<file path="config.mk">
export PLATFORM = sky130hd
export DESIGN_NAME = mem_stream_ctrl
export DESIGN_NICKNAME = d
export VERILOG_FILES = /design/src/rtl/mem_stream_ctrl_pkg.sv /design/src/rtl/mem_stream_ctrl_skid.sv /design/src/rtl/mem_stream_ctrl.sv
export SDC_FILE = /design/constraint.sdc
export NUM_CORES = 1
export LEC_CHECK = 0
export CAP_MARGIN = 20
export CORE_MARGIN = 2
export CORE_UTILIZATION = 45
export DETAILED_ROUTE_END_ITERATION = 10
export PLACE_DENSITY = 0.84
export REMOVE_ABC_BUFFERS = 1
export SYNTH_ARGS = -nofsm -noshare
export SYNTH_HDL_FRONTEND = slang
export SYNTH_SLANG_ARGS = --single-unit
</file>
<file path="constraint.sdc">
create_clock -name clock -period 2.3 [get_ports clock]
set_input_delay 0.46 -clock clock [delete_from_list [all_inputs] [get_ports clock]]
set_output_delay 0.46 -clock clock [all_outputs]
set_load 0.02 [all_outputs]
</file>
<file path="src/rtl/mem_stream_ctrl_pkg.sv">
// Shared definitions for the stream-side RAM controller: state encodings and
// the address wrap helper used by both ports.
`ifndef CLOG2
`define CLOG2(x) $clog2(x)
`endif

package mem_stream_ctrl_pkg;

  typedef enum logic {
    W_IDLE = 1'b0,
    W_RUN  = 1'b1
  } wr_state_t;

  typedef enum logic {
    R_IDLE = 1'b0,
    R_RUN  = 1'b1
  } rd_state_t;

  // Explicit compare so depths that are not a power of two still wrap correctly
  function automatic int unsigned wrap_inc(input int unsigned addr, input int unsigned depth);
    return (addr == depth - 32'd1) ? 32'd0 : addr + 32'd1;
  endfunction

endpackage

</file>
<file path="src/rtl/mem_stream_ctrl_skid.sv">
// Two-entry output buffer absorbing the RAM read latency; head entry drives
// the output stream and stays stable until popped.
module mem_stream_ctrl_skid #(
  parameter int WIDTH = 8
) (
  input  logic             clock,
  input  logic             reset,
  input  logic             push,
  input  logic [WIDTH-1:0] push_data,
  input  logic             pop,
  output logic [WIDTH-1:0] head_data,
  output logic [1:0]       count
);

  logic [WIDTH-1:0] tail_data;

  // Push lands in the head when that slot is free after any pop, else the tail
  always_ff @(posedge clock or posedge reset) begin
    if (reset) begin
      head_data <= '0;
      tail_data <= '0;
      count     <= 2'd0;
    end else begin
      case ({push, pop})
        2'b10: begin
          if (count == 2'd0) head_data <= push_data;
          else               tail_data <= push_data;
          count <= count + 2'd1;
        end
        2'b01: begin
          head_data <= tail_data;
          count     <= count - 2'd1;
        end
        2'b11: begin
          if (count == 2'd1) begin
            head_data <= push_data;
          end else begin
            head_data <= tail_data;
            tail_data <= push_data;
          end
        end
        default: ;
      endcase
    end
  end

endmodule

</file>
<file path="src/rtl/mem_stream_ctrl.sv">
// Drives both ports of the dual-port RAM: port 0 loads an input stream into
// consecutive addresses, port 1 streams a consecutive range back out.
module mem_stream_ctrl
  import mem_stream_ctrl_pkg::*;
#(
  parameter int WIDTH  = 8,
  parameter int DEPTH  = 64,
  parameter int ADDR_W = `CLOG2(DEPTH)
) (
  input  logic              clock,
  input  logic              reset,
  input  logic              wr_start,
  input  logic [ADDR_W-1:0] wr_base,
  input  logic [ADDR_W:0]   wr_len,
  input  logic [WIDTH-1:0]  in_data,
  input  logic              in_valid,
  output logic              in_ready,
  output logic              wr_busy,
  output logic              wr_done,
  input  logic              rd_start,
  input  logic [ADDR_W-1:0] rd_base,
  input  logic [ADDR_W:0]   rd_len,
  output logic [WIDTH-1:0]  out_data,
  output logic              out_valid,
  input  logic              out_ready,
  output logic              rd_busy,
  output logic              rd_done,
  output logic [WIDTH-1:0]  mem_data_0,
  output logic [ADDR_W-1:0] mem_address_0,
  output logic              mem_wren_0,
  output logic [ADDR_W-1:0] mem_address_1,
  input  logic [WIDTH-1:0]  mem_q_1
);

  localparam logic [ADDR_W:0] LEN_ONE = 1;

  wr_state_t         wr_state;
  logic [ADDR_W-1:0] wr_addr;
  logic [ADDR_W:0]   wr_rem;

  assign in_ready      = (wr_state == W_RUN);
  assign wr_busy       = (wr_state == W_RUN);
  assign mem_wren_0    = in_valid & in_ready;
  assign mem_data_0    = in_data;
  assign mem_address_0 = wr_addr;

  // Write side: one RAM write per accepted input beat
  always_ff @(posedge clock or posedge reset) begin
    if (reset) begin
      wr_state <= W_IDLE;
      wr_addr  <= '0;
      wr_rem   <= '0;
      wr_done  <= 1'b0;
    end else begin
      wr_done <= 1'b0;
      if (wr_state == W_IDLE) begin
        if (wr_start) begin
          if (wr_len == '0) begin
            wr_done <= 1'b1;
          end else begin
            wr_state <= W_RUN;
            wr_addr  <= wr_base;
            wr_rem   <= wr_len;
          end
        end
      end else if (in_valid) begin
        wr_addr <= ADDR_W'(wrap_inc(32'(wr_addr), DEPTH));
        wr_rem  <= wr_rem - LEN_ONE;
        if (wr_rem == LEN_ONE) begin
          wr_state <= W_IDLE;
          wr_done  <= 1'b1;
        end
      end
    end
  end

  rd_state_t       rd_state;
  logic [ADDR_W:0] iss_rem;
  logic [ADDR_W:0] pop_rem;
  logic            inflight;
  logic [1:0]      buf_count;
  logic [2:0]      occupancy;
  logic            pop;
  logic            issue;

  assign pop       = out_valid & out_ready;
  assign out_valid = (buf_count != 2'd0);
  assign rd_busy   = (rd_state == R_RUN);
  assign occupancy = {1'b0, buf_count} + {2'b00, inflight};
  // Words already buffered or in flight must fit the two slots after this cycle's pop
  assign issue     = (rd_state == R_RUN) && (iss_rem != '0) &&
                     (occupancy < (3'd2 + {2'b00, pop}));

  // Read side: issue addresses ahead, finish when the last word leaves the buffer
  always_ff @(posedge clock or posedge reset) begin
    if (reset) begin
      rd_state      <= R_IDLE;
      mem_address_1 <= '0;
      iss_rem       <= '0;
      pop_rem       <= '0;
      inflight      <= 1'b0;
      rd_done       <= 1'b0;
    end else begin
      rd_done  <= 1'b0;
      inflight <= issue;
      if (rd_state == R_IDLE) begin
        if (rd_start) begin
          if (rd_len == '0) begin
            rd_done <= 1'b1;
          end else begin
            rd_state      <= R_RUN;
            mem_address_1 <= rd_base;
            iss_rem       <= rd_len;
            pop_rem       <= rd_len;
          end
        end
      end else begin
        if (issue) begin
          mem_address_1 <= ADDR_W'(wrap_inc(32'(mem_address_1), DEPTH));
          iss_rem       <= iss_rem - LEN_ONE;
        end
        if (pop) begin
          pop_rem <= pop_rem - LEN_ONE;
          if (pop_rem == LEN_ONE) begin
            rd_state <= R_IDLE;
            rd_done  <= 1'b1;
          end
        end
      end
    end
  end

  mem_stream_ctrl_skid #(
    .WIDTH(WIDTH)
  ) u_skid (
    .clock     (clock),
    .reset     (reset),
    .push      (inflight),
    .push_data (mem_q_1),
    .pop       (pop),
    .head_data (out_data),
    .count     (buf_count)
  );

endmodule
</file>
==> After elaboration in Yosys (flattened, before gate mapping) <==
Cells that the tools add are included.
{ "totals": {"ff_bits": 56, "input_bits": 48, "out_inout_bits": 35, "word_cells": 105} }
{ "classes": {"add_sub_neg": 9, "n_lt_le_gt_ge": 1, "n_eq_ne": 16, "mux": 47, "bitwise": 2, "n_reduce_logical": 17} }
{ "op_table": {"columns": ["cell", "count"], "rows": [
  ["2-to-1 mux 7 bit", 10],
  ["2-to-1 mux 6 bit", 10],
  ["2-to-1 mux 8 bit", 4],
  ["one-hot mux 8 bit (3 select lines)", 1],
  ["subtractor 7 x 1 -> 7 bit, second input constant", 3],
  ["2-to-1 mux 1 bit", 20],
  ["one-hot mux 8 bit (2 select lines)", 1],
  ["== test 7 x 1 -> 1 bit, second input constant", 2],
  ["zero test 7 bit", 2],
  ["adder 6 x 1 -> 6 bit, second input constant", 2],
  ["== test 6 bit, second input constant", 2],
  ["AND reduction 3 bit", 4],
  ["inequality test 2 bit, second input constant", 5],
  ["nonzero test 2 bit", 5],
  ["nonzero test 7 bit", 1],
  ["inequality test 2 x 1 -> 1 bit, second input constant", 3],
  ["== test 2 x 1 -> 1 bit, second input constant", 2],
  ["== test 2 bit, second input constant", 2],
  ["one-hot mux 2 bit (2 select lines)", 1],
  ["adder 2 x 1 -> 3 bit", 1],
  ["adder 2 x 1 -> 3 bit, first input constant", 1],
  ["< comparator 3 bit", 1],
  ["nonzero test 3 bit", 1],
  ["adder 2 x 1 -> 2 bit, second input constant", 1],
  ["other kinds (5)", 7]
]} }

==> Depth between registers and ports, before layout <==
Gate-level depths: netlist of the first run.
{ "logic_depth": {"depth_word": 7, "ltp_mapped": 9, "ltp_nobuf": 8} }

==> By module <==
Synthesis of the first run repeated with hierarchy kept, for this count alone.
{ "unflattened": {"cells_unflattened": 364, "area_unflattened_um2": 3328.2} }
{ "modules_own_cells": {"columns": ["module", "instances", "cells_per_inst", "area_per_inst_um2", "seq_area_each_um2"], "rows": [
  ["mem_stream_ctrl", 1, 278, 2406.1, 950.9],
  ["mem_stream_ctrl_skid", 1, 86, 922.1, 450.4]
]} }

==> Worst setup path before layout of the first run <==
Ideal clock, no wire load.
{ "synth_path": {"path_kind": "register to register", "start": "register u_skid.count[0]", "end": "register mem_address_1[0]", "setup_ps": 125, "arrival_ps": 2083, "required_time_ps": 2175, "slack_ps": 92, "stages_incl_launch_ff": 9, "path_buffers": 2, "synth_period_minus_slack_ps": 2208, "cell_sequence": "dfrtp_1 inv_1 ha_1 or3b_1 a211o_1 buf_6 o21a_4 buf_6 mux2_4"} }
{ "synth_between": {"elab_chain_len": 7, "elab_cells_between_ends": 8, "cone_classes": "add/sub: 2; order compare: 1; eq/ne: 1; bitwise: 1; reduce/logical: 3"} }
{ "synth_lines": {"columns": ["element", "line", "source"], "rows": [
  ["start, declared", "mem_stream_ctrl_skid.sv:12", "output logic [1:0] count"],
  ["start signal, assigned", "mem_stream_ctrl_skid.sv:28", "count <= count + 2'd1;"],
  ["start signal, assigned", "mem_stream_ctrl_skid.sv:32", "count <= count - 2'd1;"],
  ["nonzero test 2 bit", "mem_stream_ctrl.sv:87", "assign out_valid = (buf_count != 2'd0);"],
  ["bitwise AND 1 bit", "mem_stream_ctrl.sv:86", "assign pop = out_valid & out_ready;"],
  ["adder 2 x 1 -> 3 bit", "mem_stream_ctrl.sv:92", "(occupancy < (3'd2 + {2'b00, pop}));"],
  ["< comparator 3 bit (*)", "mem_stream_ctrl.sv:92", null],
  ["logical AND 1 bit (*)", "mem_stream_ctrl.sv:91", "assign issue = (rd_state == R_RUN) && (iss_rem != '0) &&"],
  ["inequality test 2 x 1 -> 1 bit (no source line) (*)", null, null],
  ["AND reduction 3 bit (no source line) (*)", null, null],
  ["end signal, assigned", "mem_stream_ctrl.sv:112", "mem_address_1 <= rd_base;"],
  ["end signal, assigned", "mem_stream_ctrl.sv:119", "mem_address_1 <= ADDR_W'(wrap_inc(32'(mem_address_1), DEPTH));"],
  ["end, declared", "mem_stream_ctrl.sv:31", "output logic [ADDR_W-1:0] mem_address_1,"]
]} }
Mark *: on every way between the ends. The rest lies on a longest branch, timed or not.
A chain may end at the register's enable or synchronous reset.

==> Worst setup path in the final report of the first run <==
{ "layout_path": {"start": "input in_valid", "end": "output mem_wren_0"} }
{ "layout_between": {"elab_chain_len": 1} }
{ "layout_lines": {"columns": ["element", "line", "source"], "rows": [
  ["start, declared", "mem_stream_ctrl.sv:16", "input logic in_valid,"],
  ["bitwise AND 1 bit", "mem_stream_ctrl.sv:43", "assign mem_wren_0 = in_valid & in_ready;"],
  ["end, declared", "mem_stream_ctrl.sv:30", "output logic mem_wren_0,"]
]} }
No other way between the ends.

==> results of run 1 <==
[cell usage in the layout (no fill, tap or decap), types with 13 or more instances in the layout]
cell              n
ha_1             13
a21oi_1          21
nor2_1           21
buf_4            30
o21ai_0          29
clkdlybuf4s50_1  66
dfrtp_1          55
nand3_1          15
nand2_1          31
inv_1            17
[worst max path at each step]
stage / to / slack [ps] / cells past startpoint
5_1_grt: iss_rem[0] / 30 / 6
3_5_place_dp: u_skid.head_data[1] / -130 / 8
3_3_place_gp: mem_address_1[2] / -70 / 6
2_1_floorplan: mem_address_1[0] / -120 / 4
6_report: mem_wren_0 / 130 / 4
4_1_cts: iss_rem[0] / 40 / 7
[kinds of logic (layout without fill, tap and decap cells)]
group	after synthesis	in the layout	share of synthesized area, %
xor+xnor	2	2	0.5344
fa+ha+maj	14	14	5.344
simple gates	105	105	15.69
flops	56	56	42.75
mux	15	15	5.153
compound gates	114	114	24.01
buf+inv	43	124	6.526
[area by class of cell]
| cell class | instances | area [um2] | area share [%] |
|---|---|---|---|
| multi-input combinational | 250 | 1669 | 38.93 |
| sequential | 56 | 1403 | 32.71 |
| timing repair buffer | 97 | 905.9 | 21.13 |
| tap | 99 | 123.9 | 2.889 |
| inverter | 19 | 71.32 | 1.663 |
| clock buffer | 5 | 68.82 | 1.605 |
| clock inverter | 3 | 46.29 | 1.080 |
[flip-flops by register name (all words and copies together) (netlist names)]
| signal | flops |
|---|---|
| pop_rem | 7 |
| mem_address_0 | 6 |
| rd_done | 1 |
| u_skid.tail_data | 8 |
| wr_done | 1 |
| wr_rem | 7 |
| u_skid.head_data | 8 |
| u_skid.count | 2 |
| inflight | 1 |
| mem_address_1 | 6 |
| in_ready | 1 |
| iss_rem | 7 |
| rd_busy | 1 |
[power groups by stage]
stage	Sequential, mW	Clock [mW]	Combinational [mW]
global placement	1.84	0	2.77
global route	1.91	0.727	3.26
floorplan	1.99	0	1.70
detailed placement	1.86	0	2.89
finish	1.85	0.683	2.92
CTS	1.84	0.698	2.90
[per-layer routing]
layer | routed length [um] | track usage (%) | part of all wire, % | vias up
met3 | 409 | 4.986 | 5.1 | 7
met5 | 0 | 0 | 0 | -
met1 | 3483 | 27.50 | 43 | 1495
met2 | 4062 | 35.69 | 50 | 100
met4 | 90 | 7.598 | 1.1 | 0
li1 | - | - | - | 1440
[tightest hold or removal path: cells and delay by family (launching register included)]
family	cells	cell delay, ps
AO/OA/AOI/OAI	1	60
AND/OR/NAND/NOR	1	40
flip-flops	1	360
[metrics by stage]
stage / setup slack (ps) / area [um2] / utilization, % / hold slack [ps]
after CTS: 41.32 / 4265 / 59.77 / 496.4
after global placement: -66.54 / 4150 / 58.15 / 461.3
final: 131.2 / 4288 / 60.08 / 489.6
after detailed placement: -125.0 / 4150 / 58.15 / 471.0
after floorplan: -115.6 / 3136 / - / 480.7
after global routing: 34.54 / 4288 / 60.08 / 523.8
[repair_timing]
item	4_1_cts	5_1_grt
endpoints found under the setup margin	0	20
hold endpoints to repair	0	0
resized for setup	0	3
buffers inserted	0	1
==> run metrics, run 1 <==
Worst R2R Setup Slack=150 ps; DP Wirelength=6.009 mm; post-synthesis to final-layout area growth=30.80%; Worst EP required=1840 ps; largest net degree at the start of global routing=31; Hold Path Class=flop to flop; CP Class=primary input to output port; Sequential Power Share=33.9%; die extent in x=89.35 um; CP Cell Sequence=clkdlybuf4s50_1, nand2_1, inv_1, clkdlybuf4s50_1; DR vias/cell=5.750; DRT Wirelength=8.045 mm; Power, Total=5.451 mW; ys flop type=dfrtp_1; Max-Cap Viols=0; I/O Pins=83; DIE HEIGHT=89.35 um; Top delay family on crit path=buffers and inverters; Iter 0 DRT Violations=147; FF-to-FF path depth=6; vias in the first global route=3034; maximum vdd drop=0.7135 mV; post-route minimum period=2169 ps; HP Start=u_skid.head_data[0]; register clock-pin slew on the reported worst setup and hold paths=110 ps; syn avg cell area=9.393 um2; CP max FO=3; pwr dens=1271 nW/um2; TritonCTS clock tree=done; largest area contributor in the netlist=dfrtp_1; gpl congestion=0.8324; slowest cell on the critical path=clkdlybuf4s50_1; clk_skew=5.386 ps; antenna viol nets, final=0; Synth area leaders=dfrtp_1, ha_1, o21ai_0, mux2_2, nand2_1; outcome=finished, final reports clean; dpl cells=519; post-synth top area share=42.75%; layout cells sized above 1=14.42%; Tcrit/Tclk final=94.29%; WHS Path Cells=2; most frequent cell after synthesis=dfrtp_1; Syn Inst Count=349; startpoint types=primary input; Total GRT Usage=21.48%; post-route setup TNS=0 ps; Reg2Reg Capture Point=iss_rem[0]; # rows=31; # nets final=491; DRT Pass-1 Iters=4; switch share=40.88%; Finished Layout Cells=529; Clock Tree Root=clkbuf_8; Slew @ Worst Pin=889.5 ps; CP most frequent cell=clkdlybuf4s50_1; CTS sink count=56; P_sw=2.228 mW; Buf/Inv on CP=3; Synth cell types=55; Seq cells post-synth=56; RSZ-0062 raised after global routing=no; YS warnings=0; wire length per cell=15.21 um; Leakage=1.834 nW; CP Launch Point=in_valid; initial antenna violation count=0; Hold EP=u_skid.head_data[0]; GRT overflow=0; Worst Path Arrival=1710 ps; Post-synth ARST share=100.0%; Skew-Pair Late Insertion Delay=320 ps; diode count=0; Final Setup Violations=0; worst r2r src=inflight; vias after detailed routing=3042; most frequent cells after synthesis=dfrtp_1, nand2_1, o21ai_0; achievable frequency=0.4611 GHz; H-Tree Depth=2; # port buffers=66; clk buf depth=2; drt drc=0; crit end category=output port; clock power share=12.5%; Rel. slew slack=40.70%; Hold-fix buffers, CTS=0; core box area=7137 um2; die area=7983 um2; number of synthesized flops with an enable pin=0; first-pass GRT wire length=13.59 mm; endpoints failing hold=0; fillers=631; Starting Density=45.93%; sequential fraction of the synthesis area=42.75%; Final Max Tran Viols=0; P_int=3.223 mW; CTS Buf Count=5; Crit path largest cell delay=610 ps; mapped cell area=3278 um2; Logic pwr share=53.6%
Note: power is estimated with default switching activity, not from simulation.
==> run 2, diff against run 1 <==
--- a/config.mk
+++ b/config.mk
@@ -7,10 +7,11 @@
 export LEC_CHECK = 0
 export CAP_MARGIN = 20
 export CORE_MARGIN = 2
-export CORE_UTILIZATION = 45
+export CORE_UTILIZATION = 50
 export DETAILED_ROUTE_END_ITERATION = 10
-export PLACE_DENSITY = 0.84
+export PLACE_DENSITY = 0.88
 export REMOVE_ABC_BUFFERS = 1
 export SYNTH_ARGS = -nofsm -noshare
 export SYNTH_HDL_FRONTEND = slang
 export SYNTH_SLANG_ARGS = --single-unit
+export TNS_END_PERCENT = 5
==> constraint.sdc (replaced) <==
create_clock -name clock -period 2.2 [get_ports clock]
set_input_delay 0.44 -clock clock [delete_from_list [all_inputs] [get_ports clock]]
set_output_delay 0.44 -clock clock [all_outputs]
set_load 0.02 [all_outputs]
==> run 2 against run 1 <==
Cell count down 4.2%. Via count down 3.6%. Cell area stayed put. Sequential cell count unchanged. Sequential share of layout area hardly changed. Non-clock buffer count unchanged. Utilization up 7.4 points. Clock power fell by 15%. Clock-buffer cell count did not move. Largest power group unchanged. Highest routed layer unchanged.
==> run metrics, run 2 (same netlist as run 1, synthesis figures left out) <==
outcome=finished, final reports clean; Reg2Reg Capture Point=iss_rem[0]; wire length per cell=15.15 um; layout cells sized above 1=14.88%; GRT overflow=0; achievable frequency=0.4713 GHz; worst r2r src=u_skid.count[0]; # port buffers=66; pwr dens=1332 nW/um2; antenna viol nets, final=0; vias in the first global route=2884; initial antenna violation count=0; WP depth=4; I/O Pins=83; crit path capture=mem_wren_0; register clock-pin slew on the reported worst setup and hold paths=110 ps; Skew-Pair Late Insertion Delay=300 ps; maximum vdd drop=0.8396 mV; H-Tree Depth=2; register area=1404 um2; fillers=506; Design Area, Final=4288 um2; DRT Pass-1 Iters=4; Total GRT Usage=21.79%; post_cts resized=0; # nets final=491; DP Wirelength=5.766 mm; Worst EP required=1760 ps; vias after detailed routing=2934; Worst R2R Setup Slack=130 ps; CP Cell Sequence=clkdlybuf4s50_1, nand2_1, inv_1, clkdlybuf4s50_1; CTS sink count=56; CP most frequent cell=clkdlybuf4s50_1; DIE HEIGHT=84.97 um; most frequent cells in the layout=clkdlybuf4s50_1, dfrtp_1, nand2_1; crit end category=output port; CP max FO=2; drt drc=0; multi-input logic area=1690 um2; clock power share=10.2%; Leakage=1.844 nW; Crit path largest cell delay=610 ps; Worst Path Arrival=1680 ps; clk_skew=5.908 ps; DR vias/cell=5.787; TritonCTS clock tree=done; P_int=3.390 mW; first-pass GRT wire length=13.10 mm; Buf/Inv on CP=3; Max-Cap Viols=0; CTS Buf Count=5; largest net degree at the start of global routing=57; postcts setup bufs=0; endpoints failing hold=0; gpl congestion=0.8327; Tcrit/Tclk final=96.44%; Rel. slew slack=58.48%; CP Class=primary input to output port; Logic pwr share=55.9%; die area=7220 um2; post-route minimum period=2122 ps; Sequential Power Share=33.9%; Hold-fix buffers, CTS=0; Iter 0 DRT Violations=120; post-synthesis to final-layout area growth=30.80%; CP Launch Point=in_valid; Starting Density=51.63%; Slew @ Worst Pin=617.1 ps; startpoint types=primary input; FF-to-FF path depth=7; Top delay family on crit path=buffers and inverters; commonest non-fill, non-tap cell in the layout=clkdlybuf4s50_1; slowest cell on the critical path=clkdlybuf4s50_1; Placed Area=4163 um2; Hold Path Class=flop to flop; clk buf depth=2; largest registers=u_skid.head_data: 8 flops, u_skid.tail_data: 8 flops; Final Max Tran Viols=0; P_sw=2.321 mW; Finished Layout Cells=507; switch share=40.64%; Final Setup Violations=0; DRT Wirelength=7.679 mm; dpl cells=499; diode count=0; Clock Tree Root=clkbuf_8; die extent in x=84.97 um; # rows=29; core box area=6350 um2; RSZ-0062 raised after global routing=no
-- run 2: cell type report --
type	count	share of cell area [%]
multi-input cells	250	39.42
flip-flops and latches	56	32.74
repair buffers	97	21.71
well taps	77	2.247
inverters	19	1.663
clock buffers	5	1.605
clock inverters	3	0.6128
-- run 2: worst min-delay path by stage --
stage                              startpoint                   to  slack, ps  depth (start not counted)
final                     u_skid.head_data[3]  u_skid.head_data[3]        490                          2
after global routing      u_skid.head_data[3]  u_skid.head_data[3]        520                          2
after CTS                 u_skid.head_data[2]  u_skid.head_data[2]        500                          2
after detailed placement  u_skid.head_data[2]  u_skid.head_data[2]        470                          2
after global placement    u_skid.head_data[7]  u_skid.head_data[7]        460                          2
after floorplan               u_skid.count[1]      u_skid.count[1]        480                          2
-- run 2: layer usage --
metal / routed length (um) / global-route usage (%) / share of wire, %
met4: 112 / 5.916 / 1.5
met2: 3680 / 35.80 / 48
met3: 425 / 3.599 / 5.5
met1: 3461 / 30.03 / 45
met5: 0 / 0 / 0
-- run 2: worst min-delay path, cell delays in order, from the launching register on --
cell     delay (ps)
dfrtp_1         360
nand2_1          40
o21ai_0          60
-- run 2: power groups by stage --
stage	clock, mW	combinational, mW	sequential [mW]
final	0.580	3.20	1.94
after global routing	0.638	3.54	2.00
after CTS	0.595	3.17	1.92
after detailed placement	0	3.15	1.94
after global placement	0	3.05	1.91
after floorplan	0	1.77	2.08
-- run 2: through the flow --
| step | hold WS, ps | setup TNS (ps) | power [mW] | util (%) | setup WS (ps) |
|---|---|---|---|---|---|
| after global routing | 523.2 | 0 | 6.180 | 67.53 | 21.74 |
| after CTS | 497.2 | 0 | 5.683 | 67.05 | 21.79 |
| after floorplan | 480.7 | -1217 | 3.853 | - | -215.6 |
| final | 488.4 | 0 | 5.712 | 67.53 | 78.31 |
| after detailed placement | 472.1 | -4222 | 5.089 | 65.56 | -172.7 |
| after global placement | 460.0 | -2488 | 4.959 | 65.56 | -125.5 |
